## config.mk

```make
export PLATFORM = sky130hd
export DESIGN_NAME = hilo_muldiv
export DESIGN_NICKNAME = d
export VERILOG_FILES = /design/src/rtl/muldiv_pkg.sv /design/src/rtl/muldiv_signfix.sv /design/src/rtl/hilo_muldiv.sv
export SDC_FILE = /design/constraint.sdc
export NUM_CORES = 1
export LEC_CHECK = 0
export ABC_CLOCK_PERIOD_IN_PS = 12200
export BUFFER_PORTS_ARGS = -buffer_cell sky130_fd_sc_hd__clkbuf_2
export CAP_MARGIN = 20
export CORE_ASPECT_RATIO = 0.5
export CORE_UTILIZATION = 55
export CTS_CLUSTER_SIZE = 14
export DETAILED_ROUTE_END_ITERATION = 10
export GPL_TIMING_DRIVEN = 0
export PLACE_DENSITY = 0.74
export SKIP_LAST_GASP = 1
export SYNTH_ARGS = -nofsm -noshare
export SYNTH_HDL_FRONTEND = slang
export SYNTH_SLANG_ARGS = --single-unit
```

## constraint.sdc

```tcl
create_clock -name clk_i -period 12.2 [get_ports clk_i]
set_clock_uncertainty 0.1 [all_clocks]
set_input_delay 1.22 -clock clk_i [delete_from_list [all_inputs] [get_ports clk_i]]
set_output_delay 1.22 -clock clk_i [all_outputs]
set_load 0.02 [all_outputs]
```

## src/rtl/muldiv_pkg.sv

```systemverilog
// Shared constants, op encodings and FSM state type for the HI/LO multiply/divide unit.
package muldiv_pkg;

    localparam int unsigned DATA_W   = 32;
    localparam int unsigned ITER_CNT = 32;
    localparam int unsigned CNT_W    = $clog2(ITER_CNT);

    localparam logic [2:0] OP_MULT  = 3'b000;
    localparam logic [2:0] OP_MULTU = 3'b001;
    localparam logic [2:0] OP_DIV   = 3'b010;
    localparam logic [2:0] OP_DIVU  = 3'b011;
    localparam logic [2:0] OP_MTHI  = 3'b100;
    localparam logic [2:0] OP_MTLO  = 3'b101;

    typedef enum logic [1:0] {
        ST_IDLE,
        ST_MUL,
        ST_DIV,
        ST_FIN
    } state_t;

endpackage

```

## src/rtl/muldiv_signfix.sv

```systemverilog
// Conditional two's-complement negate: dout = neg ? -din : din.
module muldiv_signfix
    import muldiv_pkg::*;
(
    input  logic [DATA_W-1:0] din,
    input  logic              neg,
    output logic [DATA_W-1:0] dout
);

    assign dout = neg ? (~din + DATA_W'(1)) : din;

endmodule

```

## src/rtl/hilo_muldiv.sv

```systemverilog
// Iterative 32x32 MULT/MULTU/DIV/DIVU unit with HI/LO registers and MTHI/MTLO writes.
// Define MULDIV_DIV_EN to build the divider; otherwise DIV/DIVU requests are ignored.
module hilo_muldiv
    import muldiv_pkg::*;
(
    input  logic              clk_i,
    input  logic              rst_i,
    input  logic              start_i,
    input  logic [2:0]        op_i,
    input  logic              kill_i,
    input  logic [DATA_W-1:0] rs_i,
    input  logic [DATA_W-1:0] rt_i,
    output logic              busy_o,
    output logic              done_o,
    output logic [DATA_W-1:0] hi_o,
    output logic [DATA_W-1:0] lo_o
);

    localparam logic [CNT_W-1:0] LAST_ITER = CNT_W'(ITER_CNT - 1);

    state_t             state_q, state_n;
    logic [CNT_W-1:0]   count_q;
    logic [DATA_W-1:0]  p_hi_q, p_lo_q, opnd_q;
    logic               neg_lo_q, neg_hi_q, is_mul_q;

    logic               start_ok, start_mul, start_div;
    logic               is_signed, rs_neg, rt_neg;
    logic [DATA_W-1:0]  rs_mag, rt_mag;
    logic [DATA_W:0]    mul_sum;
    logic               hi_adj;
    logic [DATA_W-1:0]  hi_src, fix_hi, fix_lo;

    assign start_ok  = start_i & ~kill_i;
    assign is_signed = (op_i == OP_MULT) || (op_i == OP_DIV);
    assign rs_neg    = is_signed & rs_i[DATA_W-1];
    assign rt_neg    = is_signed & rt_i[DATA_W-1];
    assign start_mul = start_ok && ((op_i == OP_MULT) || (op_i == OP_MULTU));

`ifdef MULDIV_DIV_EN
    logic                rt_zero;
    logic [DATA_W:0]     div_shift;
    logic                div_ge;

    assign start_div = start_ok && ((op_i == OP_DIV) || (op_i == OP_DIVU));
    assign rt_zero   = (rt_i == '0);
    assign div_shift = {p_hi_q, p_lo_q[DATA_W-1]};
    assign div_ge    = (div_shift >= {1'b0, opnd_q});
`else
    assign start_div = 1'b0;
`endif

    muldiv_signfix u_rs_mag (.din(rs_i), .neg(rs_neg), .dout(rs_mag));
    muldiv_signfix u_rt_mag (.din(rt_i), .neg(rt_neg), .dout(rt_mag));

    assign mul_sum = {1'b0, p_hi_q} + (p_lo_q[0] ? {1'b0, opnd_q} : '0);

    // 64-bit negate from two 32-bit negators: -(H:L) has upper word -(H+1) when L != 0.
    assign hi_adj = is_mul_q & neg_lo_q & (p_lo_q != '0);
    assign hi_src = p_hi_q + DATA_W'(hi_adj);

    muldiv_signfix u_fix_hi (.din(hi_src), .neg(is_mul_q ? neg_lo_q : neg_hi_q), .dout(fix_hi));
    muldiv_signfix u_fix_lo (.din(p_lo_q), .neg(neg_lo_q), .dout(fix_lo));

    always_ff @(posedge clk_i or negedge rst_i) begin
        if (!rst_i) begin
            state_q <= ST_IDLE;
        end else begin
            state_q <= state_n;
        end
    end

    always_comb begin
        state_n = state_q;
        case (state_q)
            ST_IDLE: begin
                if (start_mul) begin
                    state_n = ST_MUL;
                end else if (start_div) begin
                    state_n = ST_DIV;
                end
            end
            ST_MUL: begin
                if (kill_i) begin
                    state_n = ST_IDLE;
                end else if (count_q == LAST_ITER) begin
                    state_n = ST_FIN;
                end
            end
`ifdef MULDIV_DIV_EN
            ST_DIV: begin
                if (kill_i) begin
                    state_n = ST_IDLE;
                end else if (count_q == LAST_ITER) begin
                    state_n = ST_FIN;
                end
            end
`endif
            ST_FIN:  state_n = ST_IDLE;
            default: state_n = ST_IDLE;
        endcase
    end

    always_ff @(posedge clk_i or negedge rst_i) begin
        if (!rst_i) begin
            busy_o   <= 1'b0;
            done_o   <= 1'b0;
            hi_o     <= '0;
            lo_o     <= '0;
            count_q  <= '0;
            p_hi_q   <= '0;
            p_lo_q   <= '0;
            opnd_q   <= '0;
            neg_lo_q <= 1'b0;
            neg_hi_q <= 1'b0;
            is_mul_q <= 1'b0;
        end else begin
            busy_o <= (state_n != ST_IDLE);
            done_o <= 1'b0;
            case (state_q)
                ST_IDLE: begin
                    if (start_mul || start_div) begin
                        count_q  <= '0;
                        p_hi_q   <= '0;
                        is_mul_q <= start_mul;
                        if (start_mul) begin
                            opnd_q   <= rs_mag;
                            p_lo_q   <= rt_mag;
                            neg_lo_q <= rs_neg ^ rt_neg;
                            neg_hi_q <= 1'b0;
                        end else begin
`ifdef MULDIV_DIV_EN
                            // Zero divisor: leaving the quotient unsigned yields all-ones,
                            // and the remainder fix restores the original dividend.
                            opnd_q   <= rt_mag;
                            p_lo_q   <= rs_mag;
                            neg_lo_q <= (rs_neg ^ rt_neg) & ~rt_zero;
                            neg_hi_q <= rs_neg;
`endif
                        end
                    end else if (start_ok && (op_i == OP_MTHI)) begin
                        hi_o <= rs_i;
                    end else if (start_ok && (op_i == OP_MTLO)) begin
                        lo_o <= rs_i;
                    end
                end
                ST_MUL: begin
                    count_q <= count_q + CNT_W'(1);
                    p_hi_q  <= mul_sum[DATA_W:1];
                    p_lo_q  <= {mul_sum[0], p_lo_q[DATA_W-1:1]};
                end
`ifdef MULDIV_DIV_EN
                ST_DIV: begin
                    count_q <= count_q + CNT_W'(1);
                    p_hi_q  <= div_ge ? DATA_W'(div_shift - {1'b0, opnd_q}) : div_shift[DATA_W-1:0];
                    p_lo_q  <= {p_lo_q[DATA_W-2:0], div_ge};
                end
`endif
                ST_FIN: begin
                    if (!kill_i) begin
                        hi_o   <= fix_hi;
                        lo_o   <= fix_lo;
                        done_o <= 1'b1;
                    end
                end
                default: ;
            endcase
        end
    end

endmodule

```

# Word level (Yosys, flattened, before mapping)
# Index checks and enable logic that the tools add are counted.
[word_totals]
elab_cells = 84
register_bits = 171
[classes]
n_mux = 27
n_bitwise = 11
n_eq_ne = 13
add_sub_neg = 7
reduce_logical = 15
[op_table]
columns = ["op", "count"]
rows = [
  ["32-bit two-way mux", 14],
  ["32-bit case mux with 2 select lines", 4],
  ["32-bit by 1-bit adder with 32-bit output, second input constant", 4],
  ["32-bit inverter", 4],
  ["32-bit by 32-bit adder with 33-bit output", 1],
  ["32-bit by 1-bit adder with 32-bit output", 1],
  ["32-bit nonzero test", 1],
  ["2-bit inequality test, second input constant", 6],
  ["5-bit case mux with 2 select lines", 1],
  ["3-bit == test, second input constant", 2],
  ["2-bit two-way mux", 3],
  ["2-bit nonzero test", 3],
  ["5-bit by 1-bit adder with 5-bit output, second input constant", 1],
  ["1-bit bitwise AND", 5],
  ["5-bit == test, second input constant", 1],
  ["5-bit two-way mux", 1],
  ["5-bit AND reduction", 1],
  ["2-bit case mux with 2 select lines", 1],
  ["2-bit AND reduction", 2],
  ["4-bit AND reduction", 1],
  ["3-bit by 1-bit == test with 1-bit output, second input constant", 1],
  ["3-bit by 2-bit == test with 1-bit output, second input constant", 1],
  ["1-bit logical AND", 3],
  ["3-bit zero test", 1],
  ["other kinds (7)", 10],
]

# Longest topological paths before layout
[depth]
depth_word = 8
ltp_mapped = 21
ltp_nobuf = 19

# Hierarchy
# A second synthesis with hierarchy kept.
[unflattened]
hier_cells = 1556
area_unflattened_um2 = 12876.1
[by_module_without_submodules]
columns = ["mod", "seq_area_each_um2", "area_each_um2", "instances", "cells_each"]
rows = [
  ["hilo_muldiv", 4279.1, 9768.1, 1, 1160],
  ["muldiv_signfix", 0.0, 777.0, 4, 99],
]

# Worst setup path after synthesis
# No wires, ideal clock.
[synth_path]
path_type = "register to register"
from = "reg p_lo_q[6]"
to = "reg hi_o[31]"
period_less_slack_ns = 4.656
stages_incl_launch_ff = 19
setup_slack_ns = 7.544
arrival_time_ns = 4.453
n_path_buf = 1
cell_sequence = "dfrtp_1 or4_4 or3_4 nor3_1 nand4_1 nor4_1 nor2_1 ha_1 ha_1 clkbuf_1 nand3_1 nand4_1 a211o_1 a211oi_1 and2_0 nand3_1 o31a_1 xnor2_1 a221oi_1"
[synth_between]
elab_chain_cells = 8
[synth_lines]
columns = ["element", "line", "rtl"]
rows = [
  ["start: declaration", "hilo_muldiv.sv:23", "logic [DATA_W-1:0] p_hi_q, p_lo_q, opnd_q;"],
  ["start signal: assignment", "hilo_muldiv.sv:127", "p_lo_q <= rt_mag;"],
  ["start signal: assignment", "hilo_muldiv.sv:149", "p_lo_q <= {mul_sum[0], p_lo_q[DATA_W-1:1]};"],
  ["32-bit nonzero test (*)", "hilo_muldiv.sv:58", "assign hi_adj = is_mul_q & neg_lo_q & (p_lo_q != '0);"],
  ["1-bit bitwise AND (*)", "hilo_muldiv.sv:58", ""],
  ["32-bit by 1-bit adder with 32-bit output (*)", "hilo_muldiv.sv:59", "assign hi_src = p_hi_q + DATA_W'(hi_adj);"],
  ["32-bit inverter", "muldiv_signfix.sv:10", "assign dout = neg ? (~din + DATA_W'(1)) : din;"],
  ["32-bit by 1-bit adder with 32-bit output", "muldiv_signfix.sv:10", ""],
  ["32-bit two-way mux (*)", "muldiv_signfix.sv:10", ""],
  ["32-bit two-way mux (*)", "hilo_muldiv.sv:159", "if (!kill_i) begin"],
  ["32-bit case mux with 2 select lines (*)", "hilo_muldiv.sv:119", "case (state_q)"],
  ["end signal: assignment", "hilo_muldiv.sv:141", "hi_o <= rs_i;"],
  ["end signal: assignment", "hilo_muldiv.sv:160", "hi_o <= fix_hi;"],
  ["end: declaration", "hilo_muldiv.sv:15", "output logic [DATA_W-1:0] hi_o,"],
]
# Mark *: on every way between the ends. The rest lies on a longest branch, timed or not. The select of a mux whose other input is x is not followed.
# A chain may end at the register's enable or synchronous reset.

# Worst setup path after layout
[layout_path]
from = "reg p_lo_q[0]"
to = "reg hi_o[27]"
# The elaborated chain is that of the path after synthesis.

==> summary.md <==
| Metric | Value |
|---|---|
| Hold Vio Cnt, Final | `0` |
| Syn Inst Count | `1521` |
| Share of the yosys chip area belonging to registers | `0.3465` |
| Post-CTS sizing | `0` |
| Most frequent cells in the layout | `nand2_1 (176), o21ai_0 (172), dfrtp_1 (171)` |
| Crit-path leading delay family | `simple AND/OR/NAND/NOR gates` |
| Multi-input gate area | `around 7600 µm²` |
| Synthesized area per cell | `8.118 µm²` |
| Worst r2r src | `p_lo_q[0]$_DFFE_PN0P_` |
| Req. time, crit path | `~12 ns` |
| Synth unique cells | `76` |
| Number of H-tree levels | `4` |
| Asr flop ratio synth | `1.000` |
| Finished Layout Cells | `a little under 2k` |
| Hold buffers post-CTS | `0` |
| Starting density of the core | `0.5658` |
| Post-synth top area share | `0.3465` |
| Drt first pass iters | `6` |
| Metal2 WL | `between 15000 and 20000 µm` |
| Root Driver | `clkbuf_16` |
| Top Metal Used | `met4` |
| Clk_lat worst skew | `around 0.46 ns` |
| Length of routed met3 wiring | `approximately 4800 µm` |
| Maximum VDD drop | `around 0.00011 V` |
| Share of cells above drive strength 1 | `0.1127` |
| Worst Hold Class | `flop to flop` |
| Die width | `213.9 µm` |
| Worst Setup SP | `p_lo_q[0]$_DFFE_PN0P_` |
| Mapped cell area | `around 12000 µm²` |
| GRT Util Overall | `0.3870` |
| Fmax | `roughly 150 MHz` |
| RSZ-0062 raised after global routing | `no` |
| Vias post-DR | `between 10k and 15k` |
| Worst-path clk slew | `roughly 0.07 ns` |
| Final Max Tran Viols | `0` |
| Yosys top cell by area | `dfrtp_1` |
| LEAKAGE | `roughly 6 nW` |
| Critical path's slowest cell | `nor4_1` |
| Io pins | `137` |
| Post-Syn Nets | `~1.6k` |
| Startpoint types | `flop` |
| CP arrival | `approximately 7.0 ns` |
| Fin Hold WS | `~0.38 ns` |
| Global-route wire length before repair | `just under 70000 µm` |
| Vias in the first global route | `11.75k` |
| Crit end category | `flop` |
| Row cnt | `38` |
| FILL cells | `1959` |
| Die ar. | `between 20000 and 25000 µm²` |
| PortBufs | `around 130` |
| Gp weighted congestion | `~1` |
| Post-route met1 wirelength | `around 20000 µm` |
| Net count, final | `about 1.8k` |
| Drt first-iter violations | `1614` |
| Post-DRT Antenna Nets | `0` |
| Drc violations | `0` |
| Dominant synthesized flop cell | `dfrtp_1` |
| Critical setup path kind | `flop to flop` |
| Post-Route Utilization | `0.6401` |
| Initial antenna violation count | `1` |
| DRT Wirelength | `between 40000 and 50000 µm` |
| Largest cells by area after synthesis | `dfrtp_1 (35%), o21ai_0 (7.0%), xnor2_1 (6.4%)` |
| Worst Path Max Fanout | `10` |
| Final setup viols | `0` |
| Min-delay src | `opnd_q[2]$_DFFE_PN0P_` |
| Pin count of the biggest net entering global routing | `between 80 and 90` |
| HPWL Detailed | `around 34000 µm` |
| Setup Buffers After CTS | `0` |
| CTS tree | `yes` |
| Most common cell after layout, fill and taps aside | `nand2_1` |
| Core area | `around 22000 µm²` |
| CP max stage delay | `between 0.8 and 0.9 ns` |
| DR vias/cell | `about 6.4` |
| CTS Buf Count | `17` |
| Number of synthesized flops with an enable pin | `0` |
| Clock tree buffer depth | `2` |
| Area grow syn2layout | `13.13%` |
| GRT Residual Overflow | `0` |
| Pwr Density | `around 190 nW/µm²` |
| Outcome | `finished, final reports clean` |
| Synth Register Bits | `approximately 170` |
| Actual slew at the worst max-slew pin | `1.169 ns` |
| Worst Path Buf+Inv | `3` |
| Clock sinks | `171` |
| Final min period | `6.776 ns` |
| Max-capacitance violation count | `0` |
| Setup TNS | `0 ns` |
| Avg WL per Cell | `about 22 µm` |
| DP Cell Count | `1956` |
| Critical-path cell list | `clkbuf_1, inv_1, ha_1, nand2b_1, nor3_1, nand4_1, nor4_1, nor2_1, ha_1, ha_1, clkbuf_1, xor2_1, nor3_1, o31ai_1, a211oi_1, nand2_1, nor3_1, a31oi_1, xnor2_1, a221oi_1` |
| Total number of yosys warnings | `0` |
| Die Ht | `between 100 and 150 µm` |
| Reg area | `approximately 4300 µm²` |
| Final Cycle Share | `0.5554` |
| Worst slew margin | `0.2173` |
-- worst paths after layout --
check / to / slack [ns] / cells past startpoint
worst max-delay path: hi_o[27]$_DFFE_PN0P_ / 5.42 / 20
worst max register to register: hi_o[27]$_DFFE_PN0P_ / 5.42 / 20
max in group asynchronous: lo_o[31]$_DFFE_PN0P_ / 10.31 / 2
worst min register to register: opnd_q[2]$_DFFE_PN0P_ / 0.38 / 2
min in group asynchronous: p_hi_q[8]$_DFFE_PN0P_ / 0.68 / 1
worst min-delay path: opnd_q[2]$_DFFE_PN0P_ / 0.38 / 2
-- power by group --
| group | switching [W] | internal [W] |
|---|---|---|
| registers | 0.000167 | 0.000726 |
| logic | 0.000757 | 0.000428 |
| clock network | 0.000242 | 0.000276 |
| total | 0.00117 | 0.00143 |
-- synth_stat cells, types with 4 or more instances --
cell type,count
a211oi_1,6
a21o_1,11
a21oi_1,90
a221oi_1,4
a22oi_1,33
a31oi_1,30
a41oi_1,6
and2_1,42
and3_1,19
and4_1,5
buf_1,5
clkbuf_1,91
dfrtp_1,171
ha_1,40
inv_1,29
mux2_2,8
mux2i_1,5
nand2_1,176
nand2b_1,9
nand3_1,56
nand4_1,21
nor2_1,114
nor2b_1,6
nor3_1,33
nor3b_1,4
nor4_1,22
o211ai_1,4
o21a_1,5
o21ai_0,172
o21bai_1,7
o221ai_1,8
o31ai_1,26
o41ai_1,13
or3_1,15
or4_1,12
xnor2_1,90
xor2_1,76
-- cell type report --
type | instances | area share
diodes | 1 | 0.0001791
plain buffers | 101 | 0.02794
clock buffers | 22 | 0.03395
clock inverters | 8 | 0.004478
inverters | 30 | 0.008061
multi-input cells | 1219 | 0.5416
flip-flops and latches | 171 | 0.3063
well taps | 300 | 0.02687
repair buffers | 135 | 0.05060
-- metal layers --
layer | vias to the layer above | track usage
met5 | - | 0
met3 | 66 | 0.09058
li1 | 5785 | -
met4 | 0 | 0.1038
met1 | 6247 | 0.5542
met2 | 644 | 0.5867
-- through the flow --
stage               area, µm²  total power (W)  setup slack [ns]
detailed placement      13430         0.002040             5.715
global route            13970         0.002744             5.072
finish                  13970         0.002597             5.424
floorplan               12350         0.001665             7.544
CTS                     13970         0.002559             5.652
global placement        13390         0.001999             5.836
-- kinds of logic (layout without fill, tap and decap cells) --
logic type                 count (synthesis)  count (layout)  synth area share
adders and majority gates                 41              41           0.04215
buffers and inverters                    131             296           0.04073
DFF                                      171             171            0.3465
other                                      0               1                 0
muxes                                     13              13           0.01135
AOI/OAI and AO/OA                        446             446            0.2221
and+or+nand+nor                          553             553            0.2194
xor gates and xnor gates                 166             166            0.1177
-- worst register-to-register path: cells and delay by family, from the launching register on --
family	cells	cell delay (ns)
compound gates	4	1.08
buf+inv	3	0.70
fa+ha+maj	3	0.65
flops	1	0.55
simple gates	8	2.87
xor+xnor	2	0.66
-- sequential cells by signal, summed over array words and instances, names as in the netlist --
register,cells
hi_o,32
lo_o,32
opnd_q,32
p_hi_q,32
p_lo_q,32
count_q,5
state_q,2
busy_o,1
done_o,1
is_mul_q,1
neg_lo_q,1
No activity file was read; power rests on OpenSTA's default activity.
